$ cat config.mk
export PLATFORM = sky130hd
export DESIGN_NAME = multi_switch_debouncer_flat
export DESIGN_NICKNAME = d
export VERILOG_FILES = /design/src/rtl/multi_switch_debouncer_if.sv /design/src/rtl/multi_switch_debouncer.sv /design/src/flat_wrapper.sv
export SDC_FILE = /design/constraint.sdc
export NUM_CORES = 1
export LEC_CHECK = 0
export BUFFER_PORTS_ARGS = -buffer_cell sky130_fd_sc_hd__buf_2
export CORE_MARGIN = 2
export CORE_UTILIZATION = 35
export DETAILED_ROUTE_END_ITERATION = 8
export PLACE_DENSITY_LB_ADDON = 0.05
export RECOVER_POWER = 50
export SYNTH_ARGS = -nofsm -noshare
export SYNTH_HDL_FRONTEND = slang
export SYNTH_SLANG_ARGS = --single-unit
$ cat constraint.sdc
create_clock -name clk -period 8.3 [get_ports clk]
set_input_delay 0.415 -clock clk [delete_from_list [all_inputs] [get_ports clk]]
set_output_delay 0.415 -clock clk [all_outputs]
set_load 0.03 [all_outputs]
$ cat src/rtl/multi_switch_debouncer_if.sv
`timescale 1ns/1ps
// Switch/level bundle for multi_switch_debouncer: raw inputs and period in, clean levels and edge pulses out.
// Define MULTI_SWITCH_DEBOUNCER_GLITCH_CNT_EN to add the glitch counter clear/readback signals.
interface multi_switch_debouncer_if #(
   parameter int CHANNELS = 4,
   parameter int CNT_W    = 16
);
   logic [CHANNELS-1:0]   q_in;
   logic [CNT_W-1:0]      debounce_cycles;
   logic [CHANNELS-1:0]   Q;
   logic [CHANNELS-1:0]   rise_pulse;
   logic [CHANNELS-1:0]   fall_pulse;
   logic                  busy;
`ifdef MULTI_SWITCH_DEBOUNCER_GLITCH_CNT_EN
   logic                  glitch_clr;
   logic [CHANNELS*8-1:0] glitch_cnt;

   modport master (
      output q_in, debounce_cycles, glitch_clr,
      input  Q, rise_pulse, fall_pulse, busy, glitch_cnt
   );

   modport slave (
      input  q_in, debounce_cycles, glitch_clr,
      output Q, rise_pulse, fall_pulse, busy, glitch_cnt
   );
`else
   modport master (
      output q_in, debounce_cycles,
      input  Q, rise_pulse, fall_pulse, busy
   );

   modport slave (
      input  q_in, debounce_cycles,
      output Q, rise_pulse, fall_pulse, busy
   );
`endif
endinterface

$ cat src/rtl/multi_switch_debouncer.sv
`timescale 1ns/1ps
// Multi-channel switch debouncer: per-channel synchroniser, 4-state debounce FSM and stability counter.
// Define MULTI_SWITCH_DEBOUNCER_GLITCH_CNT_EN to add per-channel saturating glitch counters.
module multi_switch_debouncer #(
   parameter int CHANNELS    = 4,
   parameter int CNT_W       = 16,
   parameter int SYNC_STAGES = 2
) (
   input logic                     clk,
   input logic                     reset,
   multi_switch_debouncer_if.slave bus
);

   localparam logic [1:0] IDLE_LOW  = 2'b00;
   localparam logic [1:0] WAIT_HIGH = 2'b01;
   localparam logic [1:0] IDLE_HIGH = 2'b10;
   localparam logic [1:0] WAIT_LOW  = 2'b11;

   localparam logic [CNT_W-1:0] CNT_ZERO = '0;
   localparam logic [CNT_W-1:0] CNT_ONE  = CNT_W'(1);
   localparam logic [CNT_W:0]   WIDE_ONE = (CNT_W+1)'(1);

   logic [CNT_W-1:0]    n_eff;
   logic                n_is_one;
   logic [CHANNELS-1:0] wait_next;
   logic                busy_q;

   // A period of zero behaves exactly like a period of one.
   assign n_eff    = (bus.debounce_cycles == CNT_ZERO) ? CNT_ONE : bus.debounce_cycles;
   assign n_is_one = (n_eff == CNT_ONE);

   for (genvar ch = 0; ch < CHANNELS; ch++) begin : g_chan
      logic [SYNC_STAGES-1:0] sync_q;
      logic                   s;
      logic [1:0]             state_q;
      logic [1:0]             state_d;
      logic [CNT_W-1:0]       cnt_q;
      logic [CNT_W-1:0]       cnt_d;
      logic [CNT_W:0]         cnt_plus;
      logic [CNT_W-1:0]       cnt_sat;
      logic                   reached;
      logic                   level_q;
      logic                   level_d;
      logic                   rise_q;
      logic                   rise_d;
      logic                   fall_q;
      logic                   fall_d;
      logic                   abort;

      always_ff @(posedge clk or negedge reset) begin
         if (!reset) begin
            sync_q <= '0;
         end else begin
            sync_q <= {sync_q[SYNC_STAGES-2:0], bus.q_in[ch]};
         end
      end

      assign s = sync_q[SYNC_STAGES-1];

      // Extra bit keeps cnt+1 from wrapping before it is compared against the live period.
      assign cnt_plus = {1'b0, cnt_q} + WIDE_ONE;
      assign cnt_sat  = (&cnt_q) ? cnt_q : cnt_plus[CNT_W-1:0];
      assign reached  = (cnt_plus >= {1'b0, n_eff});

      always_comb begin
         state_d = state_q;
         cnt_d   = cnt_q;
         level_d = level_q;
         rise_d  = 1'b0;
         fall_d  = 1'b0;
         abort   = 1'b0;
         case (state_q)
            IDLE_LOW: begin
               if (s) begin
                  if (n_is_one) begin
                     state_d = IDLE_HIGH;
                     level_d = 1'b1;
                     rise_d  = 1'b1;
                     cnt_d   = CNT_ZERO;
                  end else begin
                     state_d = WAIT_HIGH;
                     cnt_d   = CNT_ONE;
                  end
               end
            end
            WAIT_HIGH: begin
               if (!s) begin
                  state_d = IDLE_LOW;
                  cnt_d   = CNT_ZERO;
                  abort   = 1'b1;
               end else if (reached) begin
                  state_d = IDLE_HIGH;
                  level_d = 1'b1;
                  rise_d  = 1'b1;
                  cnt_d   = CNT_ZERO;
               end else begin
                  cnt_d = cnt_sat;
               end
            end
            IDLE_HIGH: begin
               if (!s) begin
                  if (n_is_one) begin
                     state_d = IDLE_LOW;
                     level_d = 1'b0;
                     fall_d  = 1'b1;
                     cnt_d   = CNT_ZERO;
                  end else begin
                     state_d = WAIT_LOW;
                     cnt_d   = CNT_ONE;
                  end
               end
            end
            WAIT_LOW: begin
               if (s) begin
                  state_d = IDLE_HIGH;
                  cnt_d   = CNT_ZERO;
                  abort   = 1'b1;
               end else if (reached) begin
                  state_d = IDLE_LOW;
                  level_d = 1'b0;
                  fall_d  = 1'b1;
                  cnt_d   = CNT_ZERO;
               end else begin
                  cnt_d = cnt_sat;
               end
            end
         endcase
      end

      always_ff @(posedge clk or negedge reset) begin
         if (!reset) begin
            state_q <= IDLE_LOW;
            cnt_q   <= CNT_ZERO;
            level_q <= 1'b0;
            rise_q  <= 1'b0;
            fall_q  <= 1'b0;
         end else begin
            state_q <= state_d;
            cnt_q   <= cnt_d;
            level_q <= level_d;
            rise_q  <= rise_d;
            fall_q  <= fall_d;
         end
      end

      assign wait_next[ch]      = (state_d == WAIT_HIGH) || (state_d == WAIT_LOW);
      assign bus.Q[ch]          = level_q;
      assign bus.rise_pulse[ch] = rise_q;
      assign bus.fall_pulse[ch] = fall_q;

`ifdef MULTI_SWITCH_DEBOUNCER_GLITCH_CNT_EN
      logic [7:0] gcnt_q;

      // Clear takes priority over a coincident abort; the count sticks at 255.
      always_ff @(posedge clk or negedge reset) begin
         if (!reset) begin
            gcnt_q <= 8'd0;
         end else if (bus.glitch_clr) begin
            gcnt_q <= 8'd0;
         end else if (abort && (gcnt_q != 8'hFF)) begin
            gcnt_q <= gcnt_q + 8'd1;
         end
      end

      assign bus.glitch_cnt[8*ch +: 8] = gcnt_q;
`else
      logic unused_abort;
      assign unused_abort = abort;
`endif
   end

   always_ff @(posedge clk or negedge reset) begin
      if (!reset) begin
         busy_q <= 1'b0;
      end else begin
         busy_q <= |wait_next;
      end
   end

   assign bus.busy = busy_q;

endmodule

$ cat src/flat_wrapper.sv
// flat-port wrapper written by rule: the top's interface ports become plain ports
module multi_switch_debouncer_flat 
#(
   parameter int CHANNELS    = 4,
   parameter int CNT_W       = 16,
   parameter int SYNC_STAGES = 2
)
  (clk, reset, bus_q_in, bus_debounce_cycles, bus_Q, bus_rise_pulse, bus_fall_pulse, bus_busy);
  multi_switch_debouncer_if #(.CHANNELS(CHANNELS), .CNT_W(CNT_W)) bus_i ();
  input logic clk;
  input logic reset;
  input wire logic [$bits(bus_i.q_in)-1:0] bus_q_in;
  input wire logic [$bits(bus_i.debounce_cycles)-1:0] bus_debounce_cycles;
  output wire logic [$bits(bus_i.Q)-1:0] bus_Q;
  output wire logic [$bits(bus_i.rise_pulse)-1:0] bus_rise_pulse;
  output wire logic [$bits(bus_i.fall_pulse)-1:0] bus_fall_pulse;
  output wire logic [$bits(bus_i.busy)-1:0] bus_busy;
  assign bus_i.q_in = bus_q_in;
  assign bus_i.debounce_cycles = bus_debounce_cycles;
  assign bus_Q = bus_i.Q;
  assign bus_rise_pulse = bus_i.rise_pulse;
  assign bus_fall_pulse = bus_i.fall_pulse;
  assign bus_busy = bus_i.busy;
  multi_switch_debouncer #(.CHANNELS(CHANNELS), .CNT_W(CNT_W), .SYNC_STAGES(SYNC_STAGES)) u_core (.clk(clk), .reset(reset), .bus(bus_i));
endmodule
# After elaboration in Yosys (flattened, before gate mapping)
# Index checks and enable logic that the tools add are counted.
dict set report word_totals {
  reg_bits 93
  input_bits 22
  output_inout_bits 13
  elab_cells 227
}
dict set report op_classes {
  add_sub_neg 4
  magnitude_cmp 4
  eq_ne 53
  muxes 119
  n_reduce_logical 22
}
# operator n
set ops {}
lappend ops {{two-way mux 16 bit} 25}
lappend ops {{one-hot mux 16 bit (4 select lines)} 4}
lappend ops {{adder 16 x 1 -> 17 bit, second input constant} 4}
lappend ops {{greater-or-equal comparator 17 x 16 -> 1 bit} 4}
lappend ops {{AND reduction 16 bit} 4}
lappend ops {{two-way mux 2 bit} 26}
lappend ops {{two-way mux 1 bit} 48}
lappend ops {{inequality test 2 x 1 -> 1 bit, second input constant} 24}
lappend ops {{one-hot mux 2 bit (4 select lines)} 4}
lappend ops {{AND reduction 8 bit} 4}
lappend ops {{== test 2 bit, second input constant} 12}
lappend ops {{== test 16 x 1 -> 1 bit, second input constant} 1}
lappend ops {{== test 2 x 1 -> 1 bit, second input constant} 8}
lappend ops {{logical NOT 16 bit} 1}
lappend ops {{inequality test 2 bit, second input constant} 8}
lappend ops {{one-hot mux 1 bit (2 select lines)} 8}
lappend ops {{one-hot mux 1 bit (4 select lines)} 4}
lappend ops {{logical NOT 2 bit} 4}
lappend ops {{AND reduction 2 bit} 4}
lappend ops {{logical OR 1 bit} 4}
lappend ops {{OR reduction 4 bit} 1}

# Depth between registers and ports, before layout
# Gate-level depths: netlist of run 1.
dict set report depth {
  depth_word 9
  depth_mapped 15
  mapped_depth_nobuf 13
}

# Least setup slack after synthesis of run 1
# Ideal clock, no wire load.
dict set report synth_timing {
  kind {flip-flop to flip-flop}
  from {register u_core.g_chan[2].cnt_q[0]}
  to {register u_core.g_chan[2].level_q}
  setup_time_ns 0.131
  arrival_time_ns 3.057
  required_ns 8.169
  path_slack_ns 5.111
  path_stages_with_launch 13
  n_path_buf 0
  period_less_slack_ns 3.189
  path_cell_list {dfrtp_1 > ha_1 > inv_1 > nor4_4 > nand3_1 > xnor2_1 > ha_1 > a211oi_1 > o21ai_0 > a311oi_2 > a32oi_4 > nor3b_4 > or3_1}
}
dict set report synth_via {
  elab_chain_len 4
  elab_cells_between_ends 5
  cone_classes {1 x add/sub; 1 x order compare; 2 x eq/ne; 1 x reduce/logical}
}
# element line
set synth_rtl {}
lappend synth_rtl {{start, declared} multi_switch_debouncer.sv:37} ;# logic [CNT_W-1:0] cnt_q;
lappend synth_rtl {{start signal, assigned} multi_switch_debouncer.sv:139} ;# cnt_q <= cnt_d;
lappend synth_rtl {{adder 16 x 1 -> 17 bit (*)} multi_switch_debouncer.sv:61} ;# assign cnt_plus = {1'b0, cnt_q} + WIDE_ONE;
lappend synth_rtl {{greater-or-equal comparator 17 x 16 -> 1 bit (*)} multi_switch_debouncer.sv:63} ;# assign reached = (cnt_plus >= {1'b0, n_eff});
lappend synth_rtl {{inequality test 2 x 1 -> 1 bit (no line)} -}
lappend synth_rtl {{AND reduction 8 bit (no line) (*)} -}
lappend synth_rtl {{end signal, assigned} multi_switch_debouncer.sv:140} ;# level_q <= level_d;
lappend synth_rtl {{end, declared} multi_switch_debouncer.sv:42} ;# logic level_q;
# Mark *: on every way between the ends. The rest lies on a longest branch, timed or not.
# A chain may end at the register's enable or synchronous reset.

==> summary.txt, run 1 <==
Logic synthesis
  – Syn. warnings: 0
  – Post-synth EDFFs: 0
  – Unique cell type count in the Yosys netlist: 61
  – Synth Register Bits: 93
  – Post-synth top flop: dfrtp_1
  – Average cell area after synthesis: 8.80 sq um
  – Mapped Area: 6730 sq um
  – Area contributors post-synth: dfrtp_1 35%, ha_1 13%, xnor2_1 5.2%
  – Sequential cell area fraction in the yosys report: 34.6%
  – Syn nets: 855
  – Cells after synthesis: 765
  – Post-synth ARST share: 100%
  – Share of the synthesized area in the top cell type: 34.6%
  – Leading area contributor after synthesis: dfrtp_1

Clock network
  – Max Buffers Root-to-Sink: 2
  – TritonCTS Buffers: 9
  – CTS sink cnt: 93
  – Post-CTS Setup Inserts: 0
  – H-tree Lvls: 3
  – Clock Tree Root: clkbuf_16
  – Worst skew pair latency: 360 ps
  – TritonCTS clock tree: done
  – PostCTS Resize Cnt: 0
  – Clk slew on worst S/H paths: 70 ps
  – # hold bufs at CTS: 0

Floorplan
  – Die W: 143 microns
  – Starting Density: 35.9%
  – Core ar.: 18,800 sq um
  – Die area: 20,400 sq um
  – Die Ht: 143 microns
  – IO Count: 35
  – # rows: 50

GRT
  – Antenna violations before repair: 0
  – Largest net degree at the start of global routing: 59
  – Grt ovf: 0
  – Number of global-route vias before repair: 5,303
  – First-pass GRT wire length: 28.9 mm
  – GRT Total Usage: 18.5%

Critical path
  – Worst r2r dst: u_core.g_chan[2].cnt_q[14]
  – Critical path cell sequence: clkbuf_1 -> clkbuf_1
  – Slowest stage delay, CP: 2510 ps
  – R2r setup slk: 4160 ps
  – Max Fanout on Critical Path: 58
  – Worst r2r path cells: 12
  – CP max-delay cell: clkbuf_1
  – Worst path most repeated cell: clkbuf_1
  – Kind of critical path: primary input to async pin
  – CP top delay family: buffers and inverters
  – CP required: 7990 ps
  – Worst Setup End Kind: async pin
  – Arr. time, crit path: 4430 ps
  – Crit path buf inv count: 2
  – Setup crit start kind: primary input
  – FF-to-FF Start: u_core.g_chan[2].cnt_q[0]

Routing
  – Detail Route Antenna Nets: 0
  – Routed WL: 18.0 mm
  – Routed WL per cell: 17.7 microns
  – Via count: 5,492
  – # DRC: 0
  – Vias per cell: 5.39
  – DR iter-0 viols: 295
  – DRT Pass-1 Iters: 5

STA
  – RSZ-0062 raised after global routing: false
  – Tmin final: 4740 ps
  – Fin Hold WS: 164 ps
  – Setup_tns: 0 ps
  – Max Slew Vio Count: 96
  – Slew headroom: -127%
  – Slew @ Worst Pin: 3400 ps
  – Max Freq: 211 MHz
  – Hold Fails Final Rpt: 0
  – Final setup fails: 0
  – Setup Skew: 8.95 ps
  – Fin crit share: 57.1%

Finish
  – Synthesis-to-finish area growth: 8.85%
  – # nets final: 869
  – Layout cells sized above 1: 7.14%
  – # diodes: 0
  – Final Util: 39.0%
  – Fill cells: 1,936
  – Commonest non-fill, non-tap cell in the layout: dfrtp_1
  – Most frequent cells in the layout: 93 x dfrtp_1, 89 x nand2_1, 70 x nor2_1
  – Finished Cell Area: 7320 sq um

Placement
  – Port bufs: 34
  – Detailed Place HPWL: 13.1 mm
  – GP Congestion: 0.815
  – Dpl cell area: 7020 sq um

Hold path
  – Hold path endpoint: u_core.g_chan[2].sync_q[0]
  – Hold path cells: 1
  – Hold Path Class: primary input to flip-flop
  – Hold Crit Start: bus_q_in[2]

Run status
  – Failing checks: max-capacitance violations, max-slew violations
  – Status: finished with violations

Run
  – Max cap viols: 2

Power and ir drop
  – Peak VDD IR: 118 uV
  – Leak: 3.48 nW
  – Power per standard cell area: 220 nW/um^2
[metal layers]
metal	global-route usage [%]	routed length, microns	vias to the layer above
li1	-	-	2756
met4	4.90	250	0
met2	30.0	8360	91
met5	0	0	-
met1	25.9	8880	2628
met3	2.78	480	17
[sequential cells by signal (all words and copies together), names as in the netlist]
name and flops:
u_core.bus.busy 1, u_core.g_chan.sync_q 8, u_core.g_chan.level_q 4, u_core.g_chan.rise_q 4, u_core.g_chan.state_q 8, u_core.g_chan.fall_q 4, u_core.g_chan.cnt_q 64
[power breakdown]
group,total (mW),internal [mW],switching [mW],leakage (nW)
clock,0.470,0.281,0.189,0.156
combinational,0.560,0.195,0.365,2.09
sequential,0.581,0.514,0.0671,1.23
[kinds of logic after synthesis]
logic type / Yosys count / synth area share [%]
compound gates: 179 / 17.6
mux: 4 / 0.651
fa+ha+maj: 68 / 12.6
simple gates: 289 / 21.9
xor+xnor: 57 / 7.42
flops: 93 / 34.6
buf+inv: 75 / 5.15
[how the worst max path moves through the flow]
stage | startpoint | end | cells after the start
detailed placement | u_core.g_chan[2].cnt_q[0] | u_core.g_chan[2].cnt_q[14] | 12
global placement | u_core.g_chan[0].cnt_q[0] | u_core.g_chan[0].cnt_q[14] | 13
finish | reset | u_core.g_chan[0].cnt_q[1] | 2
global route | reset | u_core.g_chan[0].cnt_q[1] | 2
CTS | u_core.g_chan[2].cnt_q[0] | u_core.g_chan[2].cnt_q[14] | 12
floorplan | u_core.g_chan[2].cnt_q[0] | u_core.g_chan[2].level_q | 12
[cell usage after synthesis, types with 10 or more instances]
library cell  count
o22ai_1          11
dfrtp_1          93
and3_1           12
a21oi_1          30
nand3_1          32
nor2_1           70
a31oi_1          10
xor2_1           17
nand4_1          16
o21ai_0          56
nand2b_1         15
nor3_1           12
inv_1            42
and4_1           10
a21o_1           20
nand2_1          89
ha_1             68
xnor2_1          40
buf_4            15
clkbuf_1         11
[cell type report]
| type | count | area (sq um) | share of cell area (%) |
|---|---|---|---|
| timing repair buffer | 36 | 164 | 2.24 |
| clock buffer | 13 | 260 | 3.55 |
| multi-input combinational | 597 | 4060 | 55.4 |
| clock inverter | 3 | 67.6 | 0.922 |
| tap | 234 | 293 | 4.00 |
| sequential | 93 | 2330 | 31.8 |
| inverter | 42 | 158 | 2.15 |
[per-stage QoR]
step	power, mW	worst slack [ps]	instances
after CTS	1.64	4150	1018
after floorplan	1.02	5110	765
after global placement	1.15	4210	1002
after global routing	1.73	2500	1018
final	1.61	3560	1018
after detailed placement	1.16	4190	1002
Note: power is estimated with default switching activity, not from simulation.
==> run 2, diff against run 1 <==
- clock period: 8.3 -> 3.9 ns (I/O delays scaled with it)
==> summary.txt, run 2 (synthesis results as in run 1) <==
Critical path
  – CP required: 4140 ps (was 7990 ps)
  – Worst r2r dst: u_core.g_chan[2].level_q (was u_core.g_chan[2].cnt_q[14])
  – Arr. time, crit path: 3800 ps (was 4430 ps)
  – FF-to-FF Start: u_core.g_chan[2].cnt_q[0] (unchanged)
  – Kind of critical path: flip-flop to flip-flop (was primary input to async pin)
  – Setup crit start kind: flip-flop (was primary input)
  – Max Fanout on Critical Path: 7 (was 58)
  – Worst Setup End Kind: flip-flop (was async pin)
  – Worst r2r path cells: 12 (unchanged)
  – R2r setup slk: 340 ps (was 4160 ps)

Finish
  – # nets final: 883 (was 869)
  – Multi-input combinational cell area: 4060 sq um (about the same)
  – Finished Cell Area: 7420 sq um (was 7320 sq um)
  – Commonest non-fill, non-tap cell in the layout: dfrtp_1 (unchanged)
  – Most frequent cells in the layout: 93 x dfrtp_1, 89 x nand2_1, 70 x nor2_1 (unchanged)
  – Largest regs: u_core.g_chan.cnt_q x64, u_core.g_chan.state_q x8, u_core.g_chan.sync_q x8 (unchanged)
  – Layout cells sized above 1: 8.90% (was 7.14%)
  – Synthesis-to-finish area growth: 10.3% (was 8.85%)
  – Most flop-heavy register: u_core.g_chan.cnt_q (unchanged)
  – Reg area: 2330 sq um (unchanged)
  – Finished Layout Cells: 1,032 (was 1,018)
  – # diodes: 0 (unchanged)
  – Fill cells: 1,887 (was 1,936)
  – Max FFs per register: 64 (unchanged)

STA
  – Fin crit share: 91.4%
  – Tmin final: 3560 ps
  – RSZ-0062 raised after global routing: false (unchanged)
  – Slew @ Worst Pin: 1770 ps (was 3400 ps)
  – Max Freq: 281 MHz
  – Slew headroom: -18.3% (was -127%)
  – Setup_tns: 0 ps (unchanged)
  – Hold Fails Final Rpt: 0 (unchanged)
  – Max Slew Vio Count: 96 (unchanged)
  – Final setup fails: 0 (unchanged)
  – Setup Skew: 6.00 ps (was 8.95 ps)

Power and ir drop
  – Leak: 3.53 nW (was 3.48 nW)
  – Tot Pwr: 3.40 mW (was 1.61 mW)
  – Power per standard cell area: 458 nW/um^2 (was 220 nW/um^2)
  – Peak VDD IR: 233 uV (was 118 uV)

GRT
  – First-pass GRT wire length: 29.4 mm (was 28.9 mm)
  – Antenna violations before repair: 0 (unchanged)
  – Largest net degree at the start of global routing: 67 (was 59)
  – Grt ovf: 0 (unchanged)
  – GRT Total Usage: 18.8% (was 18.5%)
  – Number of global-route vias before repair: 5,510 (was 5,303)

Clock network
  – Clock Tree Root: clkbuf_16 (unchanged)
  – Worst skew pair latency: 350 ps (was 360 ps)
  – Clk slew on worst S/H paths: 70 ps (about the same)
  – Max Buffers Root-to-Sink: 2 (unchanged)
  – CTS sink cnt: 93 (unchanged)
  – Post-CTS Setup Inserts: 0 (unchanged)
  – H-tree Lvls: 3 (unchanged)
  – TritonCTS Buffers: 9 (unchanged)
  – TritonCTS clock tree: done (unchanged)

Routing
  – Detail Route Antenna Nets: 0 (unchanged)
  – DRT Pass-1 Iters: 5 (unchanged)
  – Via count: 5,603 (was 5,492)
  – Routed WL per cell: 17.7 microns (about the same)
  – Routed WL: 18.2 mm (was 18.0 mm)
  – DR iter-0 viols: 303 (was 295)
  – Vias per cell: 5.43 (was 5.39)
  – # DRC: 0 (unchanged)

Floorplan
  – Starting Density: 35.9% (unchanged)
  – Core ar.: 18,800 sq um (unchanged)
  – Die Ht: 143 microns (unchanged)
  – Die W: 143 microns (unchanged)
  – # rows: 50 (unchanged)
  – IO Count: 35 (unchanged)
  – Die area: 20,400 sq um (unchanged)

Placement
  – Port bufs: 34 (unchanged)
  – Detailed Place HPWL: 13.4 mm (was 13.1 mm)
  – Dpl cell area: 7100 sq um (was 7020 sq um)
  – Dpl cells: 1,012 (was 1,002)
  – GP Congestion: 0.846 (was 0.815)

Hold path
  – Hold Path Class: primary input to async pin (was primary input to flip-flop)

Run status
  – Status: finished with violations (unchanged)
  – Failing checks: max-capacitance violations, max-slew violations (unchanged)

Run
  – Max cap viols: 2 (unchanged)
==> run 2: per-stage QoR <==
step	hold slack [ps]	worst slack [ps]	utilization, %
after floorplan	-101	711	-
after global placement	303	312	37.8
after detailed placement	305	222	37.8
after CTS	11.9	304	39.6
after global routing	357	38.6	39.6
final	322	337	39.6
==> run 2: power by group <==
part           leakage [nW]  internal [mW]  total [mW]  switching (mW)
sequential             1.23           1.09        1.24           0.147
combinational          2.16          0.451        1.24           0.789
clock                 0.140          0.513       0.921           0.408
total                  3.53           2.06        3.40            1.34
==> run 2: layout make-up <==
class / count / area share, %
Clock buffer: 10 / 3.22
Sequential cell: 93 / 31.4
Multi-Input combinational cell: 597 / 54.7
Tap cell: 234 / 3.94
Inverter: 42 / 2.12
Clock inverter: 6 / 0.843
Timing Repair Buffer: 50 / 3.78
==> run 2: how the worst max path moves through the flow <==
stage                              start                    endpoint  slack (ps)  cells past startpoint
4_1_cts        u_core.g_chan[2].cnt_q[0]    u_core.g_chan[2].level_q         300                     12
5_1_grt        u_core.g_chan[2].cnt_q[0]    u_core.g_chan[2].level_q          40                     12
6_report       u_core.g_chan[2].cnt_q[0]    u_core.g_chan[2].level_q         340                     12
2_1_floorplan  u_core.g_chan[2].cnt_q[0]    u_core.g_chan[2].level_q         710                     12
3_5_place_dp     bus_debounce_cycles[14]  u_core.g_chan[0].cnt_q[14]         220                     11
3_3_place_gp   u_core.g_chan[3].cnt_q[8]             u_core.bus.busy         310                     11
==> run 2: repair_timing <==
item | CTS | global route
endpoints found under the hold margin | 4 | 0
hold buffers | 4 | 0
gates resized for setup | 0 | 2
endpoints found under the setup margin | 0 | 2
==> run 2: routing by layer <==
| metal | wire (microns) | global-route usage (%) | share of wire, % | up-vias |
|---|---|---|---|---|
| li1 | - | - | - | 2790 |
| met1 | 8920 | 25.6 | 49 | 2697 |
| met2 | 8470 | 30.4 | 46 | 92 |
| met3 | 408 | 2.35 | 2.2 | 24 |
| met4 | 442 | 7.03 | 2.4 | 0 |
| met5 | 0 | 0 | 0 | - |
==> run 2: worst max-delay path, stage by stage (launching register included) <==
cell and delay, ps:
dfrtp_1 440, ha_1 220, inv_1 100, nor4_4 510, nand3_1 190, xnor2_1 210, ha_1 280, a211oi_1 200
o21ai_0 140, a311oi_2 410, a32oi_4 200, nor3b_4 180, or3_1 360
==> run 3, diff against run 2 <==
- CORE_ASPECT_RATIO: not set -> 1.75
- RECOVER_POWER: 50 -> 25
==> summary.txt, run 3 (synthesis results as in run 1) <==
Run status
  – Status: finished with violations (unchanged)
  – Failing checks: max-capacitance violations, max-slew violations (unchanged)

Floorplan
  – Core ar.: 19,000 sq um (was 18,800 sq um)
  – IO Count: 35 (unchanged)
  – Die W: 109 microns (was 143 microns)
  – Die Ht: 187 microns (was 143 microns)
  – Starting Density: 35.4% (was 35.9%)
  – # rows: 67 (was 50)
  – Die area: 20,400 sq um (about the same)

Clock network
  – H-tree Lvls: 3 (unchanged)
  – Max Buffers Root-to-Sink: 2 (unchanged)
  – CTS sink cnt: 93 (unchanged)
  – Clock Tree Root: clkbuf_16 (unchanged)
  – TritonCTS clock tree: done (unchanged)
  – Worst skew pair latency: 370 ps (was 350 ps)
  – Post-CTS Setup Inserts: 0 (unchanged)
  – PostCTS Resize Cnt: 0 (unchanged)
  – Clk slew on worst S/H paths: 70 ps (about the same)
  – # hold bufs at CTS: 4 (unchanged)
  – TritonCTS Buffers: 9 (unchanged)

STA
  – RSZ-0062 raised after global routing: false (unchanged)
  – Max Slew Vio Count: 75 (was 96)
  – Setup_tns: 0 ps (unchanged)
  – Fin crit share: 91.3% (was 91.4%)
  – Slew headroom: -35.8% (was -18.3%)
  – Setup Skew: 8.09 ps (was 6.00 ps)
  – Fin Hold WS: 351 ps (was 322 ps)
  – Slew @ Worst Pin: 2040 ps (was 1770 ps)
  – Final setup fails: 0 (unchanged)
  – Tmin final: 3560 ps (about the same)
  – Hold Fails Final Rpt: 0 (unchanged)
  – Max Freq: 281 MHz (about the same)

Critical path
  – FF-to-FF Start: u_core.g_chan[0].cnt_q[0] (was u_core.g_chan[2].cnt_q[0])
  – Kind of critical path: flip-flop to flip-flop (unchanged)
  – R2r setup slk: 340 ps (about the same)
  – CP max-delay cell: dfrtp_1 (was nor4_4)
  – Setup crit start kind: flip-flop (unchanged)
  – Critical path cell sequence: ha_1 -> nand3_1 -> nor2_1 -> nand3_1 -> or3_1 -> nand2_1 -> ha_1 -> a21o_1 -> a21oi_1 -> o211a_1 -> nor2b_1 -> buf_4 -> nand2_1 -> o211ai_1 (was ha_1 -> inv_1 -> nor4_4 -> nand3_1 -> xnor2_1 -> ha_1 -> a211oi_1 -> o21ai_0 -> a311oi_2 -> a32oi_4 -> nor3b_4 -> or3_1)
  – Max Fanout on Critical Path: 14 (was 7)
  – Worst r2r path cells: 14 (was 12)
  – Worst Setup End Kind: flip-flop (unchanged)
  – Crit path buf inv count: 1 (unchanged)
  – CP top delay family: simple AND/OR/NAND/NOR gates (unchanged)
  – Arr. time, crit path: 3830 ps (was 3800 ps)
  – Slowest stage delay, CP: 450 ps (was 510 ps)
  – CP required: 4170 ps (was 4140 ps)
  – Worst r2r dst: u_core.g_chan[0].cnt_q[14] (was u_core.g_chan[2].level_q)

Finish
  – Max FFs per register: 64 (unchanged)
  – # diodes: 0 (unchanged)
  – Fill cells: 1,935 (was 1,887)
  – # nets final: 880 (was 883)
  – Layout cells sized above 1: 10.2% (was 8.90%)
  – Synthesis-to-finish area growth: 11.2% (was 10.3%)
  – Reg area: 2330 sq um (unchanged)
  – Multi-input combinational cell area: 4060 sq um (about the same)
  – Largest regs: u_core.g_chan.cnt_q x64, u_core.g_chan.state_q x8, u_core.g_chan.sync_q x8 (unchanged)
  – Most flop-heavy register: u_core.g_chan.cnt_q (unchanged)
  – Commonest non-fill, non-tap cell in the layout: dfrtp_1 (unchanged)
  – Most frequent cells in the layout: 93 x dfrtp_1, 89 x nand2_1, 69 x nor2_1 (was 93 x dfrtp_1, 89 x nand2_1, 70 x nor2_1)

Run
  – Max cap viols: 1 (was 2)

Routing
  – Routed WL per cell: 18.4 microns (was 17.7 microns)
  – Routed WL: 19.1 mm (was 18.2 mm)
  – DR iter-0 viols: 239 (was 303)
  – Vias per cell: 5.41 (was 5.43)
  – Via count: 5,603 (unchanged)
  – # DRC: 0 (unchanged)
  – DRT Pass-1 Iters: 4 (was 5)
  – Detail Route Antenna Nets: 0 (unchanged)

Hold path
  – Hold path cells: 0
  – Hold Crit Start: u_core.g_chan[2].sync_q[0]
  – Hold path endpoint: u_core.g_chan[2].sync_q[1]
  – Hold Path Class: flip-flop to flip-flop (was primary input to async pin)

Power and ir drop
  – Peak VDD IR: 410 uV (was 233 uV)
  – Power per standard cell area: 473 nW/um^2 (was 458 nW/um^2)
  – Leak: 3.59 nW (was 3.53 nW)
  – Tot Pwr: 3.54 mW (was 3.40 mW)

Placement
  – GP Congestion: 0.833 (was 0.846)
  – Port bufs: 34 (unchanged)
  – Detailed Place HPWL: 14.5 mm (was 13.4 mm)

GRT
  – Number of global-route vias before repair: 5,851 (was 5,510)
  – Antenna violations before repair: 0 (unchanged)
  – GRT Total Usage: 20.1% (was 18.8%)
  – Largest net degree at the start of global routing: 75 (was 67)
  – First-pass GRT wire length: 31.0 mm (was 29.4 mm)
  – Grt ovf: 0 (unchanged)
## run 3: cell types whose count changed in the layout (fill, tap and decap cells not counted), sizes merged
cell,change
clkbuf,-13
clkinv,-1
buf,+11
clkinvlp,-2
bufinv,+2
## run 3: per-layer routing
layer | global-route usage (%) | wire length [microns] | up-vias
met3 | 3.90 | 906 | 45
met2 | 34.5 | 9570 | 122
met1 | 22.9 | 7670 | 2656
met5 | 0 | 0 | -
li1 | - | - | 2780
met4 | 11.1 | 947 | 0
## run 3: worst max path at each step
stage          depth (start not counted)                       from                    endpoint  slack, ps
2_1_floorplan                         12  u_core.g_chan[2].cnt_q[0]    u_core.g_chan[2].level_q        710
3_3_place_gp                          14  u_core.g_chan[0].cnt_q[0]  u_core.g_chan[0].cnt_q[13]        430
3_5_place_dp                          12  u_core.g_chan[2].cnt_q[0]    u_core.g_chan[2].level_q        340
4_1_cts                               12  u_core.g_chan[2].cnt_q[0]    u_core.g_chan[2].level_q        320
5_1_grt                               12  u_core.g_chan[2].cnt_q[0]    u_core.g_chan[2].level_q          2
6_report                              14  u_core.g_chan[0].cnt_q[0]  u_core.g_chan[0].cnt_q[14]        340
## run 3: power by group
| part | switching, mW | leakage (nW) | internal, mW |
|---|---|---|---|
| combinational | 0.783 | 2.19 | 0.446 |
| clock | 0.407 | 0.172 | 0.663 |
| sequential | 0.148 | 1.23 | 1.09 |
## run 3: area by class of cell
type,instances,area share [%]
Clock buffer,11,3.38
Clock inverter,5,1.42
Inverter,42,2.11
Multi-Input combinational cell,597,54.2
Sequential cell,93,31.1
Tap cell,241,4.03
Timing Repair Buffer,47,3.71
## run 3: per-stage QoR
step	std cells	worst slack, ps	util, %	cell area [sq um]
2_1_floorplan	765	711	-	6730
3_3_place_gp	1016	432	37.2	7080
3_5_place_dp	1016	336	37.2	7080
4_1_cts	1036	317	39.3	7480
5_1_grt	1036	2.18	39.3	7480
6_report	1036	340	39.3	7480
